$ cat config.mk
export PLATFORM = sky130hd
export DESIGN_NAME = instr_decode
export DESIGN_NICKNAME = d
export VERILOG_FILES = /design/src/rtl/cpu_pkg.sv /design/src/rtl/opcode_classify.sv /design/src/rtl/instr_decode.sv
export SDC_FILE = /design/constraint.sdc
export NUM_CORES = 1
export LEC_CHECK = 0
export BUFFER_PORTS_ARGS = -buffer_cell sky130_fd_sc_hd__buf_2
export CORE_ASPECT_RATIO = 0.6
export CORE_MARGIN = 4
export CORE_UTILIZATION = 51
export DETAILED_ROUTE_END_ITERATION = 8
export HOLD_SLACK_MARGIN = 0.15
export PLACE_DENSITY_LB_ADDON = 0.1
export SLEW_MARGIN = 20
export SYNTH_ARGS = -nofsm -noshare
export SYNTH_HDL_FRONTEND = slang
export SYNTH_SLANG_ARGS = --single-unit
$ cat constraint.sdc
create_clock -name clk -period 2.8 [get_ports clk]
set_input_delay 0.56 -clock clk [delete_from_list [all_inputs] [get_ports clk]]
set_output_delay 0.56 -clock clk [all_outputs]
set_load 0.02 [all_outputs]
$ cat src/rtl/cpu_pkg.sv
// Shared CPU definitions: opcode map, execute-op kinds and program ROM geometry.
package cpu_pkg;

  localparam int ROM_DEPTH = 256;
  localparam int INSTR_W   = 24;

  localparam logic [7:0] OP_NOP   = 8'h00;
  localparam logic [7:0] OP_MOV   = 8'h01;
  localparam logic [7:0] OP_ADD   = 8'h02;
  localparam logic [7:0] OP_SUB   = 8'h03;
  localparam logic [7:0] OP_AND   = 8'h04;
  localparam logic [7:0] OP_OR    = 8'h05;
  localparam logic [7:0] OP_DELAY = 8'h10;
  localparam logic [7:0] OP_HALT  = 8'hFF;

  localparam logic [2:0] KIND_MOV = 3'd0;
  localparam logic [2:0] KIND_ADD = 3'd1;
  localparam logic [2:0] KIND_SUB = 3'd2;
  localparam logic [2:0] KIND_AND = 3'd3;
  localparam logic [2:0] KIND_OR  = 3'd4;

endpackage

$ cat src/rtl/opcode_classify.sv
// Combinational opcode decoder; shared with the trace/disassembly tooling.
module opcode_classify
  import cpu_pkg::*;
(
  input  logic [7:0] opcode,
  output logic       is_alu,
  output logic [2:0] kind,
  output logic       is_nop,
  output logic       is_delay,
  output logic       is_halt,
  output logic       is_illegal
);

  always_comb begin
    is_alu     = 1'b0;
    kind       = KIND_MOV;
    is_nop     = 1'b0;
    is_delay   = 1'b0;
    is_halt    = 1'b0;
    is_illegal = 1'b0;
    case (opcode)
      OP_NOP:   is_nop   = 1'b1;
      OP_MOV:   begin is_alu = 1'b1; kind = KIND_MOV; end
      OP_ADD:   begin is_alu = 1'b1; kind = KIND_ADD; end
      OP_SUB:   begin is_alu = 1'b1; kind = KIND_SUB; end
      OP_AND:   begin is_alu = 1'b1; kind = KIND_AND; end
      OP_OR:    begin is_alu = 1'b1; kind = KIND_OR;  end
      OP_DELAY: is_delay = 1'b1;
      OP_HALT:  is_halt  = 1'b1;
      default:  is_illegal = 1'b1;
    endcase
  end

endmodule

$ cat src/rtl/instr_decode.sv
// Fetch/decode stage: walks the program ROM, issues ALU/MOV ops to execute,
// and absorbs NOP/DELAY/HALT locally.
module instr_decode
  import cpu_pkg::*;
(
  input  logic               clk,
  input  logic               rst,
  input  logic [INSTR_W-1:0] instr,
  input  logic               exec_ready,
  output logic               rom_enable,
  output logic               op_valid,
  output logic [2:0]         op_kind,
  output logic [2:0]         op_rd,
  output logic [2:0]         op_rs,
  output logic [7:0]         op_imm,
  output logic [7:0]         fetch_idx,
  output logic               halted,
  output logic               illegal
);

  localparam logic [1:0] S_FETCH = 2'd0;
  localparam logic [1:0] S_ISSUE = 2'd1;
  localparam logic [1:0] S_DELAY = 2'd2;
  localparam logic [1:0] S_HALT  = 2'd3;

  localparam logic [7:0] LAST_LINE = 8'(ROM_DEPTH - 1);

  logic [1:0] state, state_nxt;
  logic [7:0] cnt;
  logic       retire, end_of_rom;

  logic       c_alu, c_nop, c_delay, c_halt, c_illegal;
  logic [2:0] c_kind;

  // Only the low three bits of operand A name a register.
  logic unused_opa;
  assign unused_opa = ^instr[15:11];

  opcode_classify u_cls (
    .opcode     (instr[23:16]),
    .is_alu     (c_alu),
    .kind       (c_kind),
    .is_nop     (c_nop),
    .is_delay   (c_delay),
    .is_halt    (c_halt),
    .is_illegal (c_illegal)
  );

  assign end_of_rom = (fetch_idx == LAST_LINE);

  always_comb begin
    state_nxt = state;
    retire    = 1'b0;
    case (state)
      S_FETCH: begin
        if (c_halt)                           state_nxt = S_HALT;
        else if (c_alu)                       state_nxt = S_ISSUE;
        else if (c_delay && instr[7:0] != '0) state_nxt = S_DELAY;
        else                                  retire    = 1'b1;
      end
      S_ISSUE: if (exec_ready) begin retire = 1'b1; state_nxt = S_FETCH; end
      S_DELAY: if (cnt == 8'd1) begin retire = 1'b1; state_nxt = S_FETCH; end
      default: state_nxt = S_HALT;
    endcase
    // The last ROM line retires into HALT instead of advancing the address.
    if (retire && end_of_rom) state_nxt = S_HALT;
  end

  assign rom_enable = !rst && retire && !end_of_rom;
  assign op_valid   = (state == S_ISSUE);

  always_ff @(posedge clk) begin
    if (rst) begin
      state     <= S_FETCH;
      cnt       <= '0;
      fetch_idx <= '0;
      halted    <= 1'b0;
      illegal   <= 1'b0;
      op_kind   <= '0;
      op_rd     <= '0;
      op_rs     <= '0;
      op_imm    <= '0;
    end else begin
      state <= state_nxt;
      if (state != S_HALT && state_nxt == S_HALT) halted <= 1'b1;
      if (rom_enable) fetch_idx <= fetch_idx + 8'd1;
      if (state == S_FETCH) begin
        op_kind <= c_kind;
        op_rd   <= instr[10:8];
        op_rs   <= instr[2:0];
        op_imm  <= instr[7:0];
        if (c_illegal) illegal <= 1'b1;
        if (state_nxt == S_DELAY) cnt <= instr[7:0];
      end else if (state == S_DELAY) begin
        cnt <= cnt - 8'd1;
      end
    end
  end

endmodule

### After elaboration in Yosys (flattened, before gate mapping)

Cells that the tools add are included.
Widths: inputs -> output; s select.

| operators by class | value |
|---|---|
| reduce and logical (&&, ||, !) cells | 15 |
| eq/ne operators | 15 |
| bitwise operators | 1 |
| muxes and demuxes | 20 |
| add/subtract/negate cells | 2 |

Operators by type and width:

| kind | count |
|---|---|
| $mux 8 | 3 |
| $eq 8x1->1 const B | 2 |
| $eq 8x2->1 const B | 2 |
| $eq 8x3->1 const B | 2 |
| $eq 8x8->1 const B | 2 |
| $mux 2 | 6 |
| $pmux 3 s4 | 1 |
| $add 8x1->8 const B | 1 |
| $eq 8x5->1 const B | 1 |
| $logic_not 8->1 | 1 |
| $mux 1 | 8 |
| $reduce_bool 8->1 | 1 |
| $reduce_or 8->1 | 1 |
| $sub 8x1->8 const B | 1 |
| $eq 2x2->1 const B | 3 |
| $pmux 2 s3 | 1 |
| $logic_and 1x1->1 | 5 |
| $reduce_or 5->1 | 1 |
| $reduce_and 2->1 | 2 |
| $pmux 1 s3 | 1 |
| $eq 2x1->1 const B | 1 |
| $logic_not 1->1 | 2 |
| $logic_not 2->1 | 1 |
| $ne 2x1->1 const B | 1 |
| other kinds (3) | 3 |

| word-level totals | value |
|---|---|
| bits in registers | 37 |
| bits of input ports | 27 |
| output and inout bits | 29 |
| word-level logic and storage cells | 62 |

### Longest topological paths before layout

| logic depth | value |
|---|---|
| word-level depth | 12 |
| depth in mapped cells | 8 |
| mapped depth without buffers | 7 |

### Hierarchy

Synthesis repeated with hierarchy kept, for this count alone.

| second synthesis, totals | value |
|---|---|
| cells, all modules | 228 |
| area, all modules | 1839.3 sq um |

By module, submodules not included:

| module | area each (sq um) | instances | cells an instance | seq. area each (sq um) |
|---|---|---|---|---|
| instr_decode | 1682.9 | 1 | 205 | 680.7 |
| opcode_classify | 156.4 | 1 | 23 | 0.0 |

### Worst setup path after synthesis

No wires, ideal clock.

| path | value |
|---|---|
| path kind | in2out |
| from | in instr[7] |
| to | out rom_enable |
| cell stages on the path | 5 |
| path slack | 115 ps |
| buffers on the path | 1 |
| data required time | 2240 ps |
| data arrival time | 2125 ps |
| path through | or4_1 -> o211ai_2 -> a311oi_2 -> buf_6 -> nor3_1 |

| on the way | value |
|---|---|
| cells in the longest elaborated chain, start to end | 8 |

RTL lines:

| item | line | source |
|---|---|---|
| start, declared | instr_decode.sv:8 | `input logic [INSTR_W-1:0] instr,` |
| $reduce_bool 8->1 | instr_decode.sv:58 | `else if (c_delay && instr[7:0] != '0) state_nxt = S_DELAY;` |
| $logic_and 1x1->1 | instr_decode.sv:58 |  |
| $mux 1 | instr_decode.sv:58 |  |
| $mux 1 | instr_decode.sv:57 | `else if (c_alu) state_nxt = S_ISSUE;` |
| $mux 1 | instr_decode.sv:56 | `if (c_halt) state_nxt = S_HALT;` |
| $pmux 1 s3 | instr_decode.sv:54 | `case (state)` |
| $logic_and 1x1->1 (2 in series) | instr_decode.sv:69 | `assign rom_enable = !rst && retire && !end_of_rom;` |
| end, declared | instr_decode.sv:10 | `output logic rom_enable,` |

Every way passes these cells.

### Worst setup path in the final report

| path | value |
|---|---|
| from | in instr[23] |
| to | out rom_enable |

| on the way | value |
|---|---|
| cells in the longest elaborated chain, start to end | 9 |
| elaborated cells on any way between the ends | 18 |
| classes of those cells | eq/ne: 7; mux: 7; reduce/logical: 4 |

RTL lines:

| item | line | source |
|---|---|---|
| $eq 8x5->1 | opcode_classify.sv:21 | `case (opcode)` |
| $mux 1 | opcode_classify.sv:21 |  |
| $logic_and 1x1->1 | instr_decode.sv:58 |  |
| $mux 1 | instr_decode.sv:58 |  |
| $mux 1 | instr_decode.sv:57 |  |
| $mux 1 (*) | instr_decode.sv:56 |  |
| $pmux 1 s3 (*) | instr_decode.sv:54 |  |
| $logic_and 1x1->1 (*) (2 in series) | instr_decode.sv:69 |  |

Every way passes the cells marked *; elsewhere a longest branch is shown, timed or not.

==> run summary <==
Die Y: 54.27 um
FF-to-FF Start: cnt[3]
Synthesized instance count: 222
Overflow after GRT: 0
Netlist cell types: 53
DRT Pass-1 Iters: 4
PD cells: 473.5 nW/um2
Slew Viols, Final: 0
Flop2flop setup slack: 0.35 ns
Gr usage total: 21.53%
Worst-margin pin slew: 0.5436 ns
Layout Skew: 0.007444 ns
Synth cell count leaders: nand2_1 (40), dfxtp_1 (34), a21oi_1 (27)
Reg clk slew, reported paths: 0.06 ns
Starting Density: 54.42%
Final instance area: 2205 um2
Worst Setup End Kind: output pin
Vias: 1,826
Peak VDD IR: 316.2 uV
Worst reg-to-reg path cell count: 6
Vias in the first global route: 1,586
Root buffer cell: clkbuf_8
CTS tree: yes
Most common cell in the netlist: nand2_1
Slew margin rel.: 63.67%
Maxcap violations: 0
Clock latency on the worst-skew pair: 0.29 ns
Worst hold start: op_kind[0]
Postcts setup bufs: 0
Leakage: 0.9208 nW
Final Util: 65.94%
Area of the multi-input gates: 1044 um2
Hold WC Path Type: reg -> reg
GP Congestion: 0.8845
Drt wl/cell: 14.55 um
Crit Path Class: in -> out
RSZ-0062 raised after global routing: false
Largest area contributor in the synthesized netlist: dfxtp_1
Synth area leaders: dfxtp_1 (37%), nand2_1 (8.3%), a21oi_1 (7.4%), o31ai_1 (2.5%), or4_1 (2.5%)
I/O pin cnt: 56
Clk sink count: 34
CP Data Arrival Time: 2.13 ns
Syn Area/Cell: 8.195 um2
Synth Flop Type: dfxtp_1
Deepest clock path buffer count: 2
Site Rows: 16
R2R Path End: fetch_idx[4]
Crit Path Max Fanout: 3
Cts bufs inserted: 5
Via-per-instance ratio: 5.742
Worst min-delay path endpoint: op_kind[0]
Part of the cycle the worst path needs: 96.08%
Filler instances: 295
Number of diodes: 0
Die X: 85.11 um
Antenna Nets Post-Route: 0
Nets: 302
Setup violators final: 0
Post-DP Area: 2110 um2
Hold Path Cell Cnt: 2
Asr flop ratio synth: 0%
DR DRC count: 0
Initial antenna violation count: 0
Global-route wire length before repair: 7693 um
Mapped cell area: 1819 um2
Post-synthesis sequential area ratio: 37.41%
Max Clk Rate: 0.3717 GHz
Total chip power: 0.001044 W
Pin count of the biggest net entering global routing: 20
EDFF count, synth: 0
Port Buffers: 50
Area share of the largest cell type after synthesis: 37.41%
Die area: 4618 um2
H-tree levels: 2
Startpoint Class: input pin
Drt total wl: 4628 um
Setup TNS: 0 ns
Layout cells sized above 1: 28.21%
Outcome: finished clean
Final hold viol count: 0
Area Overhead vs Synth: 21.18%
Post-DP HPWL: 3374 um
Data required time of the critical path: 2.24 ns
Synth Register Bits: 34
Core area: 3343 um2
Yosys Warn Count: 0
Sequential cell area: 680.7 um2
Syn Nets: 252
Fin crit period: 2.690 ns
1st-iter DRT viols: 146
[layer usage]
| layer | vias to the layer above | share of wire, % | track usage, % | routed length (um) |
|---|---|---|---|---|
| met5 | - | 0 | 0 | 0 |
| met1 | 831 | 51 | 32.36 | 2355 |
| met2 | 69 | 39 | 28.87 | 1794 |
| met4 | 0 | 0.89 | 6.316 | 41 |
| li1 | 920 | - | - | - |
| met3 | 6 | 9.4 | 6.767 | 437 |
[cell families (layout without fill, tap and decap cells)]
family	Yosys count	after routing	synth area share, %
AOI/OAI and AO/OA	65	65	24.35
muxes	5	5	3.095
and+or+nand+nor	94	94	27.65
adders and majority gates	3	3	2.063
DFF	34	34	37.41
buffers and inverters	21	72	5.433
[critical path, cell delays in order]
cell      delay, ns
buf_2          0.11
or4_4          0.54
a2111o_1       0.40
a311oi_2       0.27
nor3_1         0.08
buf_2          0.17
[state kept, by name (all words and copies together) (netlist names)]
signal,flops
fetch_idx,8
op_rd,3
op_imm,6
state,2
op_rs,2
halted,1
op_kind,3
cnt,8
illegal,1
[through the flow]
stage               setup WS, ns  cells  hold slack (ns)
floorplan                 0.1147    222           0.4501
global placement         0.08057    310           0.4389
detailed placement       0.08844    310           0.4423
CTS                      0.08338    318           0.4510
global route            0.002194    318           0.4633
finish                    0.1098    318           0.4482
[report_power, final]
group | switching (W) | internal (W) | total (W)
clock | 0.000178 | 0.000198 | 0.000376
combinational | 0.0000916 | 0.0000599 | 0.000151
sequential | 0.0000148 | 0.000502 | 0.000517
[repair_timing]
action / in CTS / in global routing
hold buffers: 0 / 0
resized for setup: 0 / 1
endpoints found under the setup margin: 0 / 1
[cell usage in the layout, fill, tap and decap left out, drive strengths merged, types with 3 or more instances in the layout]
| cell | count |
|---|---|
| or4 | 7 |
| nor2 | 12 |
| nor4b | 3 |
| inv | 6 |
| nor4 | 4 |
| or3 | 3 |
| nand2 | 40 |
| nand3 | 5 |
| o21ai | 6 |
| o31ai | 6 |
| ha | 3 |
| o22ai | 4 |
| mux2i | 3 |
| nand2b | 6 |
| nor2b | 3 |
| buf | 58 |
| dfxtp | 34 |
| clkbuf | 7 |
| a21oi | 27 |
[worst max-delay path by stage]
stage / endpoint / startpoint / depth (start not counted)
2_1_floorplan: rom_enable / instr[7] / 5
3_3_place_gp: fetch_idx[4] / instr[4] / 7
3_5_place_dp: fetch_idx[4] / instr[4] / 7
4_1_cts: rom_enable / cnt[3] / 5
5_1_grt: rom_enable / instr[23] / 6
6_report: rom_enable / instr[23] / 6
[area by class of cell]
type	instances	share of cell area, %
multi-input cells	167	47.33
flip-flops and latches	34	30.87
repair buffers	58	14.07
clock buffers	7	3.916
well taps	45	2.554
inverters	6	1.022
clock inverters	1	0.2270
Power figures use the tool's default switching activity.
